--- src/rtl/note_key_encoder_if.sv ---
// Key/note bus between a keyboard front end and the note consumer.
interface note_key_encoder_if;
  logic [7:0] keys;
  logic [3:0] note;
  logic       note_valid;
  logic       note_change;

  modport master (output keys, input note, note_valid, note_change);
  modport slave  (input keys, output note, note_valid, note_change);
endinterface

--- src/rtl/note_key_encoder.sv ---
// Piano key encoder: synchronize, debounce per key on a slow sample tick,
// then track the first-pressed key as the current note.

// Per-key debouncer: accepted level flips after DEB_COUNT consecutive
// differing samples taken on tick cycles.
module nke_key_deb #(
  parameter int DEB_COUNT = 4
) (
  input  logic clk,
  input  logic rst,
  input  logic tick,
  input  logic smp,
  output logic lvl
);
  localparam logic [3:0] CMAX = 4'(DEB_COUNT - 1);

  logic [3:0] cnt;

  // Count differing samples; any agreeing sample restarts the run.
  always_ff @(posedge clk or posedge rst) begin
    if (rst) begin
      cnt <= '0;
      lvl <= 1'b0;
    end else if (tick) begin
      if (smp == lvl) begin
        cnt <= '0;
      end else if (cnt == CMAX) begin
        cnt <= '0;
        lvl <= ~lvl;
      end else begin
        cnt <= cnt + 4'd1;
      end
    end
  end
endmodule

module note_key_encoder #(
  parameter int TICK_DIV  = 100000,
  parameter int DEB_COUNT = 4
) (
  input logic               clk,
  input logic               rst,
  note_key_encoder_if.slave bus
);
  localparam int NUM_KEYS = 8;
  localparam int TW = (TICK_DIV > 1) ? $clog2(TICK_DIV) : 1;
  localparam logic [TW-1:0] TMAX = TW'(TICK_DIV - 1);

  localparam logic [0:0] IDLE = 1'b0;
  localparam logic [0:0] HELD = 1'b1;

  logic [NUM_KEYS-1:0] s1, s2, lvl;
  logic [TW-1:0]       tcnt;
  logic                tick;
  logic [0:0]          st, st_n;
  logic [2:0]          hidx, hidx_n, low;
  logic                any;
  logic [3:0]          note_n;

  // Two-flop synchronizer on the raw keys.
  always_ff @(posedge clk or posedge rst) begin
    if (rst) begin
      s1 <= '0;
      s2 <= '0;
    end else begin
      s1 <= bus.keys;
      s2 <= s1;
    end
  end

  // Free-running sample tick divider.
  always_ff @(posedge clk or posedge rst) begin
    if (rst)       tcnt <= '0;
    else if (tick) tcnt <= '0;
    else           tcnt <= tcnt + TW'(1);
  end

  assign tick = (tcnt == TMAX);

  nke_key_deb #(.DEB_COUNT(DEB_COUNT)) u_deb [NUM_KEYS-1:0] (
    .clk  (clk),
    .rst  (rst),
    .tick (tick),
    .smp  (s2),
    .lvl  (lvl)
  );

  assign any = |lvl;

  // Lowest-index accepted key (scan high to low so the lowest wins).
  always_comb begin
    low = '0;
    for (int i = NUM_KEYS - 1; i >= 0; i--)
      if (lvl[i]) low = 3'(i);
  end

  // Held key is sticky until released; then fall back to the lowest remaining.
  always_comb begin
    st_n   = st;
    hidx_n = hidx;
    case (st)
      IDLE: if (any) begin
        st_n   = HELD;
        hidx_n = low;
      end
      HELD: if (!lvl[hidx]) begin
        if (any) hidx_n = low;
        else     st_n   = IDLE;
      end
      default: st_n = IDLE;
    endcase
    note_n = (st_n == HELD) ? {1'b0, hidx_n} : 4'hF;
  end

  // State and registered outputs; pulse marks the first cycle of a new note.
  always_ff @(posedge clk or posedge rst) begin
    if (rst) begin
      st              <= IDLE;
      hidx            <= '0;
      bus.note        <= 4'hF;
      bus.note_valid  <= 1'b0;
      bus.note_change <= 1'b0;
    end else begin
      st              <= st_n;
      hidx            <= hidx_n;
      bus.note        <= note_n;
      bus.note_valid  <= (st_n == HELD);
      bus.note_change <= (note_n != bus.note);
    end
  end
endmodule

--- src/flat_wrapper.sv ---
// flat-port wrapper written by rule: the top's interface ports become plain ports
module note_key_encoder_flat 
#(
  parameter int TICK_DIV  = 100000,
  parameter int DEB_COUNT = 4
)
  (clk, rst, bus_keys, bus_note, bus_note_valid, bus_note_change);
  note_key_encoder_if bus_i ();
  input logic clk;
  input logic rst;
  input wire logic [$bits(bus_i.keys)-1:0] bus_keys;
  output wire logic [$bits(bus_i.note)-1:0] bus_note;
  output wire logic [$bits(bus_i.note_valid)-1:0] bus_note_valid;
  output wire logic [$bits(bus_i.note_change)-1:0] bus_note_change;
  assign bus_i.keys = bus_keys;
  assign bus_note = bus_i.note;
  assign bus_note_valid = bus_i.note_valid;
  assign bus_note_change = bus_i.note_change;
  note_key_encoder #(.TICK_DIV(TICK_DIV), .DEB_COUNT(DEB_COUNT)) u_core (.clk(clk), .rst(rst), .bus(bus_i));
endmodule
--- config.mk ---
export PLATFORM = sky130hd
export DESIGN_NAME = note_key_encoder_flat
export DESIGN_NICKNAME = d
export VERILOG_FILES = /design/src/rtl/note_key_encoder_if.sv /design/src/rtl/note_key_encoder.sv /design/src/flat_wrapper.sv
export SDC_FILE = /design/constraint.sdc
export NUM_CORES = 1
export LEC_CHECK = 0
export CORE_MARGIN = 4
export CORE_UTILIZATION = 55
export CTS_BUF_LIST = sky130_fd_sc_hd__clkbuf_16
export CTS_CLUSTER_SIZE = 8
export DETAILED_ROUTE_END_ITERATION = 10
export PLACE_DENSITY = 0.76
export SETUP_SLACK_MARGIN = 0.1
export SYNTH_ARGS = -nofsm -noshare
export SYNTH_HDL_FRONTEND = slang
export SYNTH_HIERARCHICAL = 1
export SYNTH_SLANG_ARGS = --single-unit
--- constraint.sdc ---
create_clock -name clk -period 3.58 [get_ports clk]
set_clock_uncertainty 0.1 [all_clocks]
set_input_delay 1.074 -clock clk [delete_from_list [all_inputs] [get_ports clk]]
set_output_delay 1.074 -clock clk [all_outputs]
set_load 0.02 [all_outputs]
# Word-level counts from Yosys, hierarchy flattened
# Cells that the tools add are included.
# W data, S select, Z words.
# op_classes
muxes,34
eq_ne,18
add_sub_neg,9
bitwise_logic,17
n_lt_le_gt_ge,1
n_reduce_logical,9
# op_table
op,n
$mux W4,17
$add A4 B1 Y4 const B,8
$eq A4 B2 Y1 const B,8
$mux W3,10
$reduce_and A3 Y1,8
$add A17 B1 Y17 const B,1
$eq A17 B17 Y1 const B,1
$mux W17,1
$not A1 Y1,17
$eq A1 B1 Y1,8
$reduce_or A8 Y1,1
$pmux W3 S2,1
$lt A3 B4 Y1 const B,1
$ne A4 B4 Y1,1
$bmux W1 S3,1
$mux W1,3
$pmux W1 S2,1
# word_totals
input_bits,10
output_inout_bits,6
register_bits,82

# Depth between registers and ports, before layout
# depth
ltp_word,13
depth_mapped,7

# By module
# The synthesis kept the hierarchy.
# modules_own_cells
mod,area_per_inst_um2,cells_each,instances
nke_key_deb,275.3,25,8
note_key_encoder,1830.5,144,1

# Least setup slack after synthesis
# OpenSTA, ideal clock, no wires.
# synth_path
path_type,register to register
from,reg u_core.tcnt[0]
to,reg u_core.u_deb[0].lvl
n_path_buf,0
slack_ns,0.149
arrival_time_ns,3.206
stages_incl_launch_ff,8
path_cell_list,dfrtp_1 > ha_1 > and3_1 > nand2_2 > nor4_4 > nor2b_4 > and3b_1 > mux2_4
# synth_via
elab_chain_len,2
# synth_rtl
element,line,text
from (decl),note_key_encoder.sv:53,logic [TW-1:0] tcnt;
from (signal assigned),note_key_encoder.sv:75,else tcnt <= tcnt + TW'(1);
$eq A17 B17 Y1,note_key_encoder.sv:78,assign tick = (tcnt == TMAX);
net u_core.tick,note_key_encoder.sv:54,logic tick;
$reduce_and A3 Y1 (no source line),-,
to (signal assigned),note_key_encoder.sv:29,lvl <= ~lvl;
to (decl),note_key_encoder.sv:13,output logic lvl
# The timed path passes the listed nets, and every way through them passes these cells.
# A chain may end at the register's enable or synchronous reset.

# Worst setup path after layout
# layout_path
from,reg u_core.tcnt[0]
to,reg u_core.u_deb[3].lvl
# layout_via
elab_chain_len,2
# layout_rtl
element,line
$eq A17 B17 Y1,note_key_encoder.sv:78
net u_core.tick,note_key_encoder.sv:54
$reduce_and A3 Y1 (no source line),-
to (signal assigned),note_key_encoder.sv:29
to (decl),note_key_encoder.sv:13
# The timed path passes the listed nets, and every way through them passes these cells.

==> flow_summary.toml <==
[critical_path]
reg2reg_slack_ps = 890
crit_type = "flip-flop to flip-flop"
cp.required_ps = 3700
start_kind = "flip-flop"
reg2reg_to = "u_core/u_deb[3]/lvl"
end_kind = "flip-flop"
critPathMaxFanout = 59
r2r.worst_path.cells = 8
cp.arrival_ps = 2800
r2r_start = "u_core/tcnt[0]"

[power_and_ir_drop]
p_int_mw = 1.48
switching_share = 0.207
combPwrFrac = 0.023
p_leak_nw = 2.03
p_switching_mw = 0.388
peakVddDrop_mv = 0.222
power_frac_seq = 0.502
powerDensity_nw_per_um2 = 406
clkPwrFrac = 0.475

[floorplanning]
ios = 16
die_h_um = 93.6
dieArea_sq_um = 8770
core_sq_um = 6940
die_x_um = 93.6
num_rows = 30
start_util = 0.581

[timing]
hold_viol = 0
slew-limit-headroom = 0.671
rsz0062_at_grt = "no"
setup_viol = 0
min_period_over_period = 0.750
worstMarginPinSlew_ps = 489
fin_tns_setup_ps = 0
hold_slack_ps = 247
finalCriticalPeriod_ps = 2690
max_freq_mhz = 372
slew_violations = 0

[synthesis]
synth-seq-cells = 82
syn-mean-instance-area_sq_um = 11.7
syn_area_sq_um = 4030
ys.warnings.count = 6
synthArstFlopShare = 1.00
synth_ff_type = "dfrtp_1"
synth_seq_area_share = 0.510
synth-edff-count = 0
mappedNetlistNets = 363
synth_cell_types = 47
netlist_instances = 344

[global_route]
grt_max_degree = 60
grt_util_met3 = 0.0386
grt_use_total = 0.187
first_global_vias = 2651
antenna_found_initial = 0
grt_most_used_layer = "met2"
met1_usage = 0.263
grt_pass1_wl_mm = 12.9
met2_usage = 0.284
overflow = 0

[worst_hold_path]
hold_depth = 0
holdPathEnd = "u_core/s2[4]"
hold_path_startpoint = "u_core/s1[4]"
hp-class = "flip-flop to flip-flop"

[placed_design]
gp_congestion = 0.762
dp_hpwl_mm = 5.08
place_area_sq_um = 4330
portBuffers = 15

[clock_tree]
ctsResizeCount = 0
cts_root_buf = "clkbuf_16"
clock-sinks = 82
ctsHtreeMaxLevel = 3
path_clk_slew_ps = 60
cts_tree = "done"
cts_setup_buffers = 0
hold_buffers = 0
clk_latency_ps = 340
cts_buffers = 9
clockBufferDepth = 2

[finish]
areaGrowthSynthToFinish_pct = 14.5
post-route-util = 0.665
mostFrequentLayoutCells = "78 x dfrtp_1, 29 x inv_1, 19 x nand3_1, 17 x nand2b_1"
antenna_cells = 0
drive_gt1_frac = 0.138
layout.nets = 390
design_area_sq_um = 4620
nFillCells = 499
final_common_cell = "dfrtp_1"

[route]
avgViaCountPerCell = 5.55
drtIter0Drc = 138
drc = 0
wirelength_mm = 7.43
wl_per_cell_um = 15.7
dr.pass1.iters = 7
vias = 2621
drtAntennaViolNets = 0

[run]
drv_cap = 0

[outcome]
outcome = "completed"
## layout make-up
class	count	area, sq um	share of cell area
sequential	82	2060	0.445
multi-input combinational	231	1850	0.400
clock buffer	9	225	0.0488
timing repair buffer	17	190	0.0412
tap	96	120	0.0260
inverter	30	115	0.0249
clock inverter	7	61.3	0.0133
## cells in the mapped netlist (7+ instances only)
| cell | n | area, sq um |
|---|---|---|
| and3b_1 | 8 | 70.1 |
| dfrtp_1 | 78 | 1950 |
| ha_1 | 9 | 113 |
| inv_1 | 29 | 109 |
| mux2_4 | 9 | 135 |
| mux2i_1 | 12 | 120 |
| nand2_1 | 11 | 41.3 |
| nand2b_1 | 17 | 106 |
| nand3_1 | 19 | 95.1 |
| nand3b_1 | 9 | 67.6 |
| nor2_1 | 15 | 56.3 |
| nor2b_4 | 8 | 110 |
| nor3b_1 | 9 | 67.6 |
| o21ai_0 | 10 | 50.1 |
| o22ai_1 | 16 | 100 |
| o2bb2ai_1 | 8 | 70.1 |
| o31ai_1 | 9 | 67.6 |
| xnor2_1 | 16 | 140 |
| xor2_1 | 7 | 61.3 |
## metal layers
layer / routed length (um) / vias to the layer above
met2: 3460 / 38
met3: 204 / 13
met5: 0 / -
li1: - / 1279
met1: 3640 / 1291
met4: 127 / 0
## sequential cells by signal, summed over array words and instances, names as in the netlist
| signal | count |
|---|---|
| u_core/bus.note | 4 |
| u_core/bus.note_change | 1 |
| u_core/hidx | 3 |
| u_core/s1 | 8 |
| u_core/s2 | 8 |
| u_core/st | 1 |
| u_core/tcnt | 17 |
| u_core/u_deb/cnt | 32 |
| u_core/u_deb/lvl | 8 |
## through the flow
step / setup slack (ps) / instances / power (mW)
finish: 893 / 472 / 1.87
global route: 735 / 472 / 1.93
CTS: 887 / 472 / 1.89
detailed placement: 899 / 456 / 1.00
global placement: 1010 / 456 / 1.00
floorplan: 149 / 344 / 0.979
## power by group through the flow
stage	clock, mW	sequential [mW]	combinational, mW
2_1_floorplan	0	0.956	0.0223
3_3_place_gp	0	0.957	0.0430
3_5_place_dp	0	0.958	0.0438
4_1_cts	0.908	0.941	0.0439
5_1_grt	0.941	0.941	0.0478
6_report	0.890	0.941	0.0422
## cells by family (layout without fill, tap and decap cells)
family | after synthesis | after routing | share of synthesized area
buf+inv | 31 | 63 | 0.0313
flops | 82 | 82 | 0.510
compound gates | 58 | 58 | 0.101
mux | 22 | 22 | 0.0661
fa+ha+maj | 9 | 9 | 0.0279
xor+xnor | 23 | 23 | 0.0500
simple gates | 119 | 119 | 0.213
## worst max-delay path, cell delays in order, from the launching register on
cell and delay [ps]:
dfrtp_1 380, ha_1 190, and3_1 240, nand2_2 120, nor4_4 520, buf_12 300, nor2b_4 200, and3b_1 200
mux2_4 300
## worst max path at each step
| stage | start | end |
|---|---|---|
| detailed placement | u_core/tcnt[0] | u_core/u_deb[3]/lvl |
| CTS | u_core/bus.note[1] | bus_note[1] |
| floorplan | u_core/tcnt[0] | u_core/u_deb[0]/lvl |
| global placement | u_core/tcnt[0] | u_core/u_deb[5]/lvl |
| finish | u_core/tcnt[0] | u_core/u_deb[3]/lvl |
| global route | u_core/tcnt[0] | u_core/u_deb[3]/lvl |
Note: power is estimated with default switching activity, not from simulation.
